--- src/rtl/core_irq_ctrl_pkg.sv ---
// Shared types and default constants for the core interrupt controller.
package core_irq_ctrl_pkg;

  typedef enum logic [1:0] {
    ST_IDLE    = 2'd0,
    ST_REQ     = 2'd1,
    ST_SERVICE = 2'd2
  } irq_state_e;

  localparam int unsigned DEF_VEC_BASE   = 32'h0000_0010;
  localparam int unsigned DEF_VEC_STRIDE = 32'd4;

endpackage

--- src/rtl/core_irq_ctrl_sync2.sv ---
// irq_sync2: per-channel two-flop synchronizer for the raw interrupt lines.
module irq_sync2
  import core_irq_ctrl_pkg::*;
#(
  parameter int WIDTH = 4
) (
  input  logic             clk,
  input  logic             reset,
  input  logic [WIDTH-1:0] d,
  output logic [WIDTH-1:0] q
);

  logic [WIDTH-1:0] meta_r;
  logic [WIDTH-1:0] sync_r;

  // Two register stages to resolve metastability on the asynchronous inputs.
  always_ff @(posedge clk) begin
    if (reset) begin
      meta_r <= '0;
      sync_r <= '0;
    end else begin
      meta_r <= d;
      sync_r <= meta_r;
    end
  end

  assign q = sync_r;

endmodule

--- src/rtl/core_irq_ctrl.sv ---
// Interrupt controller: synchronizes lines, tracks pending bits, arbitrates by
// lowest index and handshakes with the PS. Optional nesting: CORE_IRQ_NESTING_EN.
module core_irq_ctrl
  import core_irq_ctrl_pkg::*;
#(
  parameter int                 NUM_IRQ       = 4,
  parameter int                 PMA_SIZE      = 16,
  parameter int unsigned        VEC_BASE      = DEF_VEC_BASE,
  parameter int unsigned        VEC_STRIDE    = DEF_VEC_STRIDE,
  parameter logic [NUM_IRQ-1:0] IRQ_EDGE_MASK = '0,
  localparam int                ID_W          = (NUM_IRQ > 1) ? $clog2(NUM_IRQ) : 1
) (
  input  logic                clk,
  input  logic                reset,
  input  logic [NUM_IRQ-1:0]  irq_in,
  input  logic                ps_irq_mask_wen,
  input  logic [NUM_IRQ-1:0]  ps_irq_mask_dt,
  input  logic                ps_irq_ack,
  input  logic                ps_irq_rti,
  output logic                irq_ps_req,
  output logic [PMA_SIZE-1:0] irq_ps_vec,
  output logic [ID_W-1:0]     irq_ps_id,
  output logic [NUM_IRQ-1:0]  irq_ps_pend,
  output logic [NUM_IRQ-1:0]  irq_ps_mask
);

  function automatic logic [PMA_SIZE-1:0] vec_of(input logic [ID_W-1:0] idx);
    logic [31:0] full;
    full = VEC_BASE + (32'(idx) * VEC_STRIDE);
    return full[PMA_SIZE-1:0];
  endfunction

  logic [NUM_IRQ-1:0]  sync_s;
  logic [NUM_IRQ-1:0]  prev_r;
  logic [NUM_IRQ-1:0]  pend_r;
  logic [NUM_IRQ-1:0]  pend_nxt_s;
  logic [NUM_IRQ-1:0]  mask_r;
  logic [NUM_IRQ-1:0]  cand_s;
  logic [NUM_IRQ-1:0]  set_s;
  logic [NUM_IRQ-1:0]  clr_s;
  irq_state_e          state_r;
  irq_state_e          state_nxt_s;
  logic                req_r;
  logic                req_nxt_s;
  logic [ID_W-1:0]     id_r;
  logic [ID_W-1:0]     id_nxt_s;
  logic [PMA_SIZE-1:0] vec_r;
  logic [PMA_SIZE-1:0] vec_nxt_s;
  logic [ID_W-1:0]     win_id_s;
  logic                win_vld_s;

`ifdef CORE_IRQ_NESTING_EN
  logic [ID_W-1:0]     stack_r [NUM_IRQ];
  logic [NUM_IRQ-1:0]  stk_vld_r;
  logic                push_s;
  logic                pop_s;
`endif

  irq_sync2 #(
    .WIDTH (NUM_IRQ)
  ) u_sync (
    .clk   (clk),
    .reset (reset),
    .d     (irq_in),
    .q     (sync_s)
  );

  // Pending bits: level channels follow the synchronized line, edge channels
  // latch a rising edge; a simultaneous set beats the ack-driven clear.
  always_comb begin
    set_s      = sync_s & ~prev_r;
    pend_nxt_s = (IRQ_EDGE_MASK & (set_s | (pend_r & ~clr_s))) | (~IRQ_EDGE_MASK & sync_s);
    cand_s     = pend_r & mask_r;
  end

  // Fixed-priority encoder, lowest index wins.
  always_comb begin
    win_vld_s = 1'b0;
    win_id_s  = '0;
    for (int i = 0; i < NUM_IRQ; i++) begin
      if (cand_s[i] && !win_vld_s) begin
        win_vld_s = 1'b1;
        win_id_s  = ID_W'(i);
      end else begin
        win_id_s  = win_id_s;
      end
    end
  end

  // Handshake FSM next-state and next-output logic.
  always_comb begin
    state_nxt_s = state_r;
    req_nxt_s   = req_r;
    id_nxt_s    = id_r;
    vec_nxt_s   = vec_r;
    clr_s       = '0;
`ifdef CORE_IRQ_NESTING_EN
    push_s      = 1'b0;
    pop_s       = 1'b0;
`endif
    case (state_r)
      ST_IDLE: begin
        if (win_vld_s) begin
          state_nxt_s = ST_REQ;
          req_nxt_s   = 1'b1;
          id_nxt_s    = win_id_s;
          vec_nxt_s   = vec_of(win_id_s);
        end else begin
          state_nxt_s = ST_IDLE;
        end
      end
      ST_REQ: begin
        if (ps_irq_ack) begin
          state_nxt_s = ST_SERVICE;
          req_nxt_s   = 1'b0;
          clr_s       = NUM_IRQ'(1'b1) << id_r;
        end else begin
          state_nxt_s = ST_REQ;
        end
      end
      ST_SERVICE: begin
`ifdef CORE_IRQ_NESTING_EN
        // rti is served before a new nested request in the same cycle.
        if (ps_irq_rti) begin
          if (stk_vld_r[0]) begin
            pop_s       = 1'b1;
            state_nxt_s = ST_SERVICE;
            id_nxt_s    = stack_r[0];
            vec_nxt_s   = vec_of(stack_r[0]);
          end else begin
            state_nxt_s = ST_IDLE;
          end
        end else if (win_vld_s && (win_id_s < id_r)) begin
          push_s      = 1'b1;
          state_nxt_s = ST_REQ;
          req_nxt_s   = 1'b1;
          id_nxt_s    = win_id_s;
          vec_nxt_s   = vec_of(win_id_s);
        end else begin
          state_nxt_s = ST_SERVICE;
        end
`else
        if (ps_irq_rti) begin
          state_nxt_s = ST_IDLE;
        end else begin
          state_nxt_s = ST_SERVICE;
        end
`endif
      end
      default: begin
        state_nxt_s = ST_IDLE;
        req_nxt_s   = 1'b0;
      end
    endcase
  end

  // FSM state register.
  always_ff @(posedge clk) begin
    if (reset) begin
      state_r <= ST_IDLE;
    end else begin
      state_r <= state_nxt_s;
    end
  end

  // Registered outputs, pending/mask registers and edge-detect history.
  always_ff @(posedge clk) begin
    if (reset) begin
      req_r  <= 1'b0;
      id_r   <= '0;
      vec_r  <= vec_of('0);
      pend_r <= '0;
      mask_r <= '0;
      prev_r <= '0;
    end else begin
      req_r  <= req_nxt_s;
      id_r   <= id_nxt_s;
      vec_r  <= vec_nxt_s;
      pend_r <= pend_nxt_s;
      prev_r <= sync_s;
      if (ps_irq_mask_wen) begin
        mask_r <= ps_irq_mask_dt;
      end
    end
  end

`ifdef CORE_IRQ_NESTING_EN
  // Interrupted-id stack kept as a shift register; entry 0 is the top.
  always_ff @(posedge clk) begin
    if (reset) begin
      stk_vld_r <= '0;
      for (int i = 0; i < NUM_IRQ; i++) begin
        stack_r[i] <= '0;
      end
    end else if (push_s) begin
      stk_vld_r  <= (stk_vld_r << 1) | NUM_IRQ'(1'b1);
      stack_r[0] <= id_r;
      for (int i = 1; i < NUM_IRQ; i++) begin
        stack_r[i] <= stack_r[i-1];
      end
    end else if (pop_s) begin
      stk_vld_r <= stk_vld_r >> 1;
      for (int i = 0; i < NUM_IRQ - 1; i++) begin
        stack_r[i] <= stack_r[i+1];
      end
    end
  end
`endif

  assign irq_ps_req  = req_r;
  assign irq_ps_vec  = vec_r;
  assign irq_ps_id   = id_r;
  assign irq_ps_pend = pend_r;
  assign irq_ps_mask = mask_r;

endmodule
--- config.mk ---
export PLATFORM = sky130hd
export DESIGN_NAME = core_irq_ctrl
export DESIGN_NICKNAME = d
export VERILOG_FILES = /design/src/rtl/core_irq_ctrl_pkg.sv /design/src/rtl/core_irq_ctrl_sync2.sv /design/src/rtl/core_irq_ctrl.sv
export SDC_FILE = /design/constraint.sdc
export NUM_CORES = 1
export LEC_CHECK = 0
export CAP_MARGIN = 5
export CORE_MARGIN = 2
export CORE_UTILIZATION = 30
export CTS_CLUSTER_DIAMETER = 80
export DETAILED_ROUTE_END_ITERATION = 12
export SETUP_SLACK_MARGIN = 0.5
export SLEW_MARGIN = 10
export SYNTH_ARGS = -nofsm -noshare
export SYNTH_HDL_FRONTEND = slang
export SYNTH_SLANG_ARGS = --single-unit
--- constraint.sdc ---
create_clock -name clk -period 1.6 [get_ports clk]
set_clock_uncertainty 0.1 [all_clocks]
set_input_delay 0.24 -clock clk [delete_from_list [all_inputs] [get_ports clk]]
set_output_delay 0.24 -clock clk [all_outputs]
set_load 0.01 [all_outputs]
**Word level (Yosys, flattened, before mapping)**

Cells that the tools add are included.

- Input bits: 13
- Word-level logic and storage cells: 38
- Output and inout bits: 27
- Register bits after elaboration: 37

- Bitwise operators: 2
- Reductions and logical operators: 9
- Equal/unequal tests: 4
- Add/sub/neg operators: 1
- Multiplexer cells: 14

Operators by type and width:

| cell | number |
|---|---|
| $mux 1 | 8 |
| $mux 2 | 4 |
| $add 5x4->6 const A | 1 |
| $pmux 2 s3 | 1 |
| $and 4x4->4 | 1 |
| $ne 2x2->1 const B | 2 |
| $logic_and 1x1->1 | 3 |
| $logic_not 1->1 | 3 |
| $pmux 1 s3 | 1 |
| $reduce_and 3->1 | 1 |
| $eq 2x1->1 const B | 1 |
| $eq 2x2->1 const B | 1 |
| $logic_not 2->1 | 1 |
| $reduce_and 2->1 | 1 |
| $not 1->1 | 1 |

**Logic depth before layout (Yosys ltp)**

Gate-level depths: netlist of run 1.

- Depth in word-level cells: 13
- Depth in mapped cells: 4
- Depth with buffers taken out: 4

**Hierarchy**

From an unflattened synthesis of run 1, not the netlist that was laid out.

- Cells, all modules: 84
- Area total of the unflattened synthesis: 818.3 um^2

Modules (own cells, without submodules):

| module | cells an instance | seq. area each (um^2) | instances | area each (um^2) |
|---|---|---|---|---|
| core_irq_ctrl | 68 | 260.2 | 1 | 608.1 |
| irq_sync2 | 16 | 160.2 | 1 | 210.2 |

**Worst setup path after synthesis of run 1**

OpenSTA, ideal clock, no wires.

- Kind: register -> register
- Start point: register mask_r[0] (netlist: irq_ps_mask[0])
- End point: register id_r[0] (netlist: irq_ps_id[0])
- Slack: 0.137 ns
- Clock period less this slack: 1.463 ns
- Cell stages (with the launch flop): 5
- Arrival time: 1.296 ns
- Path buffers: 0
- Cells stage by stage: dfxtp_1 a22oi_2 a311o_1 a211o_1 a21oi_2

- Longest elaborated chain between the ends: 12
- Elaborated cells on any way between the ends: 15

RTL lines:

| what | RTL line | source |
|---|---|---|
| start, declared | core_irq_ctrl.sv:37 | `logic [NUM_IRQ-1:0] mask_r;` |
| start signal, assigned | core_irq_ctrl.sv:182 | `mask_r <= ps_irq_mask_dt;` |
| $and 4x4->4 * | core_irq_ctrl.sv:73 | `cand_s = pend_r & mask_r;` |
| $mux 1 * | core_irq_ctrl.sv:81 | `if (cand_s[i] && !win_vld_s) begin` |
| $logic_not 1->1 | core_irq_ctrl.sv:81 |  |
| $logic_and 1x1->1 | core_irq_ctrl.sv:81 |  |
| $mux 1 | core_irq_ctrl.sv:81 |  |
| $logic_not 1->1 | core_irq_ctrl.sv:81 |  |
| $logic_and 1x1->1 | core_irq_ctrl.sv:81 |  |
| $mux 1 | core_irq_ctrl.sv:81 |  |
| $logic_not 1->1 | core_irq_ctrl.sv:81 |  |
| $logic_and 1x1->1 | core_irq_ctrl.sv:81 |  |
| $mux 1 | core_irq_ctrl.sv:81 |  |
| $reduce_and 2->1 (no source line) | n/a |  |
| end signal, assigned | core_irq_ctrl.sv:177 | `id_r <= id_nxt_s;` |
| end, declared | core_irq_ctrl.sv:45 | `logic [ID_W-1:0] id_r;` |

Every way passes the cells marked *; elsewhere a longest branch is shown, timed or not.
A chain may end at the register's enable or synchronous reset.

==> reports/qor.yml, run 1 <==
drtIter0Drc: 13
status: "completed"
critical_path.cell_chain: "dlygate4sd2_1"
min_period_ps: 1280
grt_max_degree: 22
peakVddDrop_mv: 0.636
netlist_top_cells_count: "dfxtp_1 (21), buf_4 (16), nor2b_1 (12), nor2_1 (7)"
antenna_found_initial: 0
dpl_cell_area_um2: 1050
io_pins: 40
drive_gt1_share_pct: 30.4
stdcell_area_um2: 1150
fin_cells: 146
synth_enable_flop_cells: 0
min_from: "u_sync.q[3]$_SDFF_PP0_"
clock_latency_ps: 300
crit_type: "flop to output pin"
vias: 608
max_freq_mhz: 780
fin_crit_sh_pct: 80.1
track_usage_pct: 8.90
grt_pass1_vias: 521
cp-end-kind: "output pin"
yosys.area.top_type: "dfxtp_1"
dp_worst_setup_slack_ps: 261
drc: 0
power.leakage_uw: 0.000506
yosysWarnings: 0
antennaDiodeCount: 0
htreeDepth: 1
slowest_stage: "dfxtp_1"
numPortBuffers: 25
area_delta_synth_final_pct: 38.1
cts_sinks: 21
cts_tree: "done"
crit_start: "irq_ps_id[0]$_SDFFE_PP0P_"
cts_inserted_buffers: 3
worstHoldPathType: "flop to flop"
grt.overflow.total: 0
die_w_um: 56.6
nNetsFinal: 129
grt_pass1_wl_um: 2190
syn_inst: 86
final_max_slew_viol_count: 0
ys_types: 17
cpPeakStageDelay_ps: 370
cts.clk_slew.worst_paths_ps: 110
synth_most_common_cell: "dfxtp_1"
via_per_inst: 4.16
cpLargestDelayFamily: "flip-flops"
regToRegStartpoint: "irq_ps_mask[2]$_SDFFE_PP0P_"
start_util_pct: 30.9
synth_area_leaders: "dfxtp_1 (51%), buf_4 (14%), nor2b_1 (9.0%)"
setup_tns_ps: 0
hold_viol_final: 0
ys.flop_type: "dfxtp_1"
postSynthAreaPerCell_um2: 9.66
async_flop_share_pct: 0
drt_wl_total_um: 1410
die_h_um: 56.6
cp.arrival_ps: 940
crit_fanout: 3
worst-path-buf-inv: 1
drtPass1Iterations: 4
rows: 19
wl_per_cell_um: 9.63
dp_cells: 136
ant_nets: 0
cp-start-kind: "flop"
maxCapViolations: 0
ys_ff_latch: 21
fillers: 270
p_per_area_nw_per_um2: 806
rsz0062_at_grt: "yes"
ctsHoldBuffers: 0
setup_ws_ps: 318
clockBufferDepth: 2
ys_seq_area_share_pct: 50.6
netlist_area_um2: 831
die_area_um2: 3210
dpl.hpwl_um: 966
cp.required_ps: 1260
coreArea_um2: 2690
cts_root_buffer: "clkbuf_4"
fin_hold_ws_ps: 342
finalSetupViolCount: 0
synth_top_area_share_pct: 50.6
routabilityCongestion: 0.701
[report_power, final]
group,internal [µW],leakage (µW),switching (µW)
combinational,68.3,0.000311,51.2
clock,93.1,0.0000177,154
sequential,544,0.000177,13.5
total,706,0.000506,219
[timing repair]
| item | 4_1_cts | 5_1_grt |
|---|---|---|
| setup buffers | 5 | 1 |
| resized for setup | 59 | 3 |
| setup endpoints to repair | 16 | 17 |
| pin swaps | 1 | 1 |
| endpoints found under the hold margin | 0 | 0 |
[cells in the final DEF, fill, tap and decap left out, drive strengths merged, types with 2 or more instances in the layout]
master / count
dfxtp: 21
nand2: 5
nor2: 7
conb: 14
mux2i: 5
clkdlybuf4s50: 12
a211o: 2
clkdlybuf4s15: 2
a21oi: 5
o21ai: 2
buf: 17
nor2b: 12
clkbuf: 3
nor3: 2
[per-layer routing]
layer / track usage [%] / share of wire (%) / vias up
met2: 14.1 / 49 / 31
li1: - / - / 308
met5: 0 / 0 / -
met1: 9.52 / 39 / 267
met4: 3.40 / 0.92 / 0
met3: 5.53 / 11 / 2
[worst paths after layout]
path / to / slack [ps] / depth (start not counted)
worst max register to register: irq_ps_id[0]$_SDFFE_PP0P_ / 320 / 4
worst min-delay path: irq_ps_pend[3]$_SDFF_PP0_ / 340 / 1
worst min register to register: irq_ps_pend[3]$_SDFF_PP0_ / 340 / 1
worst max-delay path: irq_ps_vec[2] / 320 / 1
[area by class of cell]
| cell class | instances | area, µm² | share of cell area [%] |
|---|---|---|---|
| well taps | 31 | 38.8 | 3.38 |
| flip-flops and latches | 21 | 435 | 37.9 |
| repair buffers | 32 | 315 | 27.5 |
| clock buffers | 3 | 22.5 | 1.96 |
| multi-input cells | 57 | 327 | 28.5 |
| clock inverters | 1 | 5.00 | 0.436 |
| inverters | 1 | 3.75 | 0.327 |
[per-stage QoR]
step	power, µW	utilization, %
floorplan	646	-
global placement	677	39.1
detailed placement	678	39.1
CTS	938	42.2
global route	978	42.7
finish	925	42.7
[registers in the layout (all words and copies together) (netlist names)]
| signal | count |
|---|---|
| state_r | 2 |
| irq_ps_pend | 4 |
| u_sync.meta_r | 4 |
| u_sync.q | 4 |
| irq_ps_mask | 4 |
| irq_ps_req | 1 |
| irq_ps_id | 2 |
[logic make-up (layout without fill, tap and decap cells)]
| kind of cell | after synthesis | count (layout) | synth area share (%) |
|---|---|---|---|
| mux | 5 | 5 | 6.02 |
| other cells | 2 | 14 | 0.904 |
| flops | 21 | 21 | 50.6 |
| compound gates | 12 | 12 | 10.5 |
| buf+inv | 20 | 37 | 16.3 |
| simple gates | 26 | 26 | 15.7 |
(Power assumes the default switching activity.)
==> inputs of run 2 (changes only) <==
==> constraint.sdc (replaced) <==
create_clock -name clk -period 1.15 [get_ports clk]
set_clock_uncertainty 0.1 [all_clocks]
set_input_delay 0.1725 -clock clk [delete_from_list [all_inputs] [get_ports clk]]
set_output_delay 0.1725 -clock clk [all_outputs]
set_load 0.01 [all_outputs]
==> run 2 against run 1 <==
Net effect: the flow now finishes with violations (negative setup slack); global-route usage grew 1.9 points; routed wire length grew 20%; die area is the same; hold slack lost 91 ps; highest routed layer unchanged.
==> reports/qor.yml, run 2 (synthesized netlist as in run 1, its figures left out) <==
die_area_um2: 3210
drtPass1Iterations: 2
cts_sinks: 21
drive_gt1_share_pct: 46.1
pwr-share-seq_pct: 57.0
met1_usage_pct: 12.0
die_h_um: 56.6
htreeDepth: 1
fillers: 255
pwr-share-comb_pct: 16.6
via_per_inst: 4.21
use_met3_pct: 3.23
routabilityCongestion: 0.749
area_delta_synth_final_pct: 59.6
worstHoldPathType: "primary input to flop"
min_period_ps: 1300
cp-start-kind: "flop"
cp.arrival_ps: 1450
crit_type: "flop to flop"
p_int_uw: 1020
stdcell_area_um2: 1330
grt_max_degree: 14
reg2reg_depth: 4
grt.overflow.total: 0
final_max_slew_viol_count: 0
cp.required_ps: 1300
antennaDiodeCount: 0
drtIter0Drc: 5
cp-end-kind: "flop"
p_sw_uw: 334
r2r_slack_ps: -150
grt_pass1_wl_um: 2620
dpl.hpwl_um: 1120
regToRegStartpoint: "irq_ps_mask[2]$_SDFFE_PP0P_"
final_cell_mix: "buf_6 (23), conb_1 (14), nor2b_1 (11), clkdlybuf4s50_1 (10), dfxtp_2 (9)"
crit_fanout: 3
failed_checks: "negative setup slack"
switching_share_pct: 24.7
fin_crit_sh_pct: 113
drt_wl_total_um: 1690
antenna_found_initial: 0
dpl_cell_area_um2: 1120
finalSetupViolCount: 9
ant_nets: 0
peakVddDrop_mv: 0.898
cts_root_buffer: "clkbuf_4"
track_usage_pct: 10.8
final_common_cell: "buf_6"
crit_start: "irq_ps_mask[2]$_SDFFE_PP0P_"
status: "finished, violations left"
coreArea_um2: 2690
setup_ws_ps: -148
power_uw: 1350
p_per_area_nw_per_um2: 1020
clockBufferDepth: 2
grt_pass1_vias: 608
rsz0062_at_grt: "yes"
grt_busiest_layer: "met2"
cts_inserted_buffers: 3
vias: 669
grt_use_met2_pct: 17.9
die_w_um: 56.6
start_util_pct: 30.9
power.leakage_uw: 0.000594
numPortBuffers: 25
critPathCapture: "irq_ps_id[0]$_SDFFE_PP0P_"
maxCapViolations: 0
setup_tns_ps: -617
timing.rr.end: "irq_ps_id[0]$_SDFFE_PP0P_"
post-route-util_pct: 49.4
drc: 0
io_pins: 40
clkPwrFrac_pct: 26.4
cts_tree: "done"
rows: 19
clock_latency_ps: 300
wl_per_cell_um: 10.6
cts.clk_slew.worst_paths_ps: 120
fin_hold_ws_ps: 251
min_path_cells: 3
hold_viol_final: 0
nNetsFinal: 142
max_freq_mhz: 770
## run 2: cell types whose count changed in the layout (fill, tap and decap cells not counted), sizes merged
cell	previous run	this run
buf	17	31
dlygate4sd2	1	4
clkdlybuf4s15	2	0
clkdlybuf4s50	12	10
clkinv	1	0
clkinvlp	0	1
## run 2: power by group through the flow
stage / combinational (µW) / sequential (µW) / clock [µW]
finish: 224 / 770 / 358
global placement: 168 / 789 / 0
global route: 240 / 775 / 430
floorplan: 107 / 796 / 0
detailed placement: 171 / 789 / 0
CTS: 199 / 774 / 381
## run 2: final cells by class
cell class / instances / area, µm² / area share [%]
Clock inverter: 1 / 7.51 / 0.566
Inverter: 1 / 3.75 / 0.283
Multi-Input combinational cell: 57 / 355 / 26.8
Clock buffer: 3 / 22.5 / 1.70
Timing Repair Buffer: 45 / 452 / 34.1
Tap cell: 31 / 38.8 / 2.92
Sequential cell: 21 / 447 / 33.7
## run 2: routing by layer
metal  share of wire [%]  vias up  wire length [µm]
li1                    -      337                 -
met1                  44      307               748
met2                  49       23               833
met3                 5.4        2                91
met4                0.77        0                13
met5                   0        -                 0
## run 2: worst max-delay path: stages, from the launching register on
cell,delay (ps)
dfxtp_2,360
nand2_2,70
a311o_1,380
a211o_1,240
a21oi_2,100
## run 2: metrics by stage
stage          std cells  setup slack, ps
6_report             159             -148
5_1_grt              159             -215
4_1_cts              155             -146
3_5_place_dp         145             -130
3_3_place_gp         145             -114
2_1_floorplan         98             -136
## run 2: worst min-delay path by stage
stage	slack (ps)	startpoint	to
global placement	320	u_sync.meta_r[0]$_SDFF_PP0_	u_sync.q[0]$_SDFF_PP0_
CTS	220	reset	irq_ps_mask[3]$_SDFFE_PP0P_
detailed placement	320	u_sync.q[2]$_SDFF_PP0_	irq_ps_pend[2]$_SDFF_PP0_
global route	230	reset	irq_ps_mask[0]$_SDFFE_PP0P_
floorplan	140	reset	irq_ps_pend[0]$_SDFF_PP0_
finish	250	reset	irq_ps_pend[3]$_SDFF_PP0_
## run 2: repair_timing
action | in CTS | in global routing
buffers inserted | 5 | 4
hold buffers | 0 | 0
endpoints found under the setup margin | 34 | 23
hold endpoints to repair | 0 | 0
gates cloned | 1 | 0
resized for setup | 75 | 13
pin swaps | 8 | 6
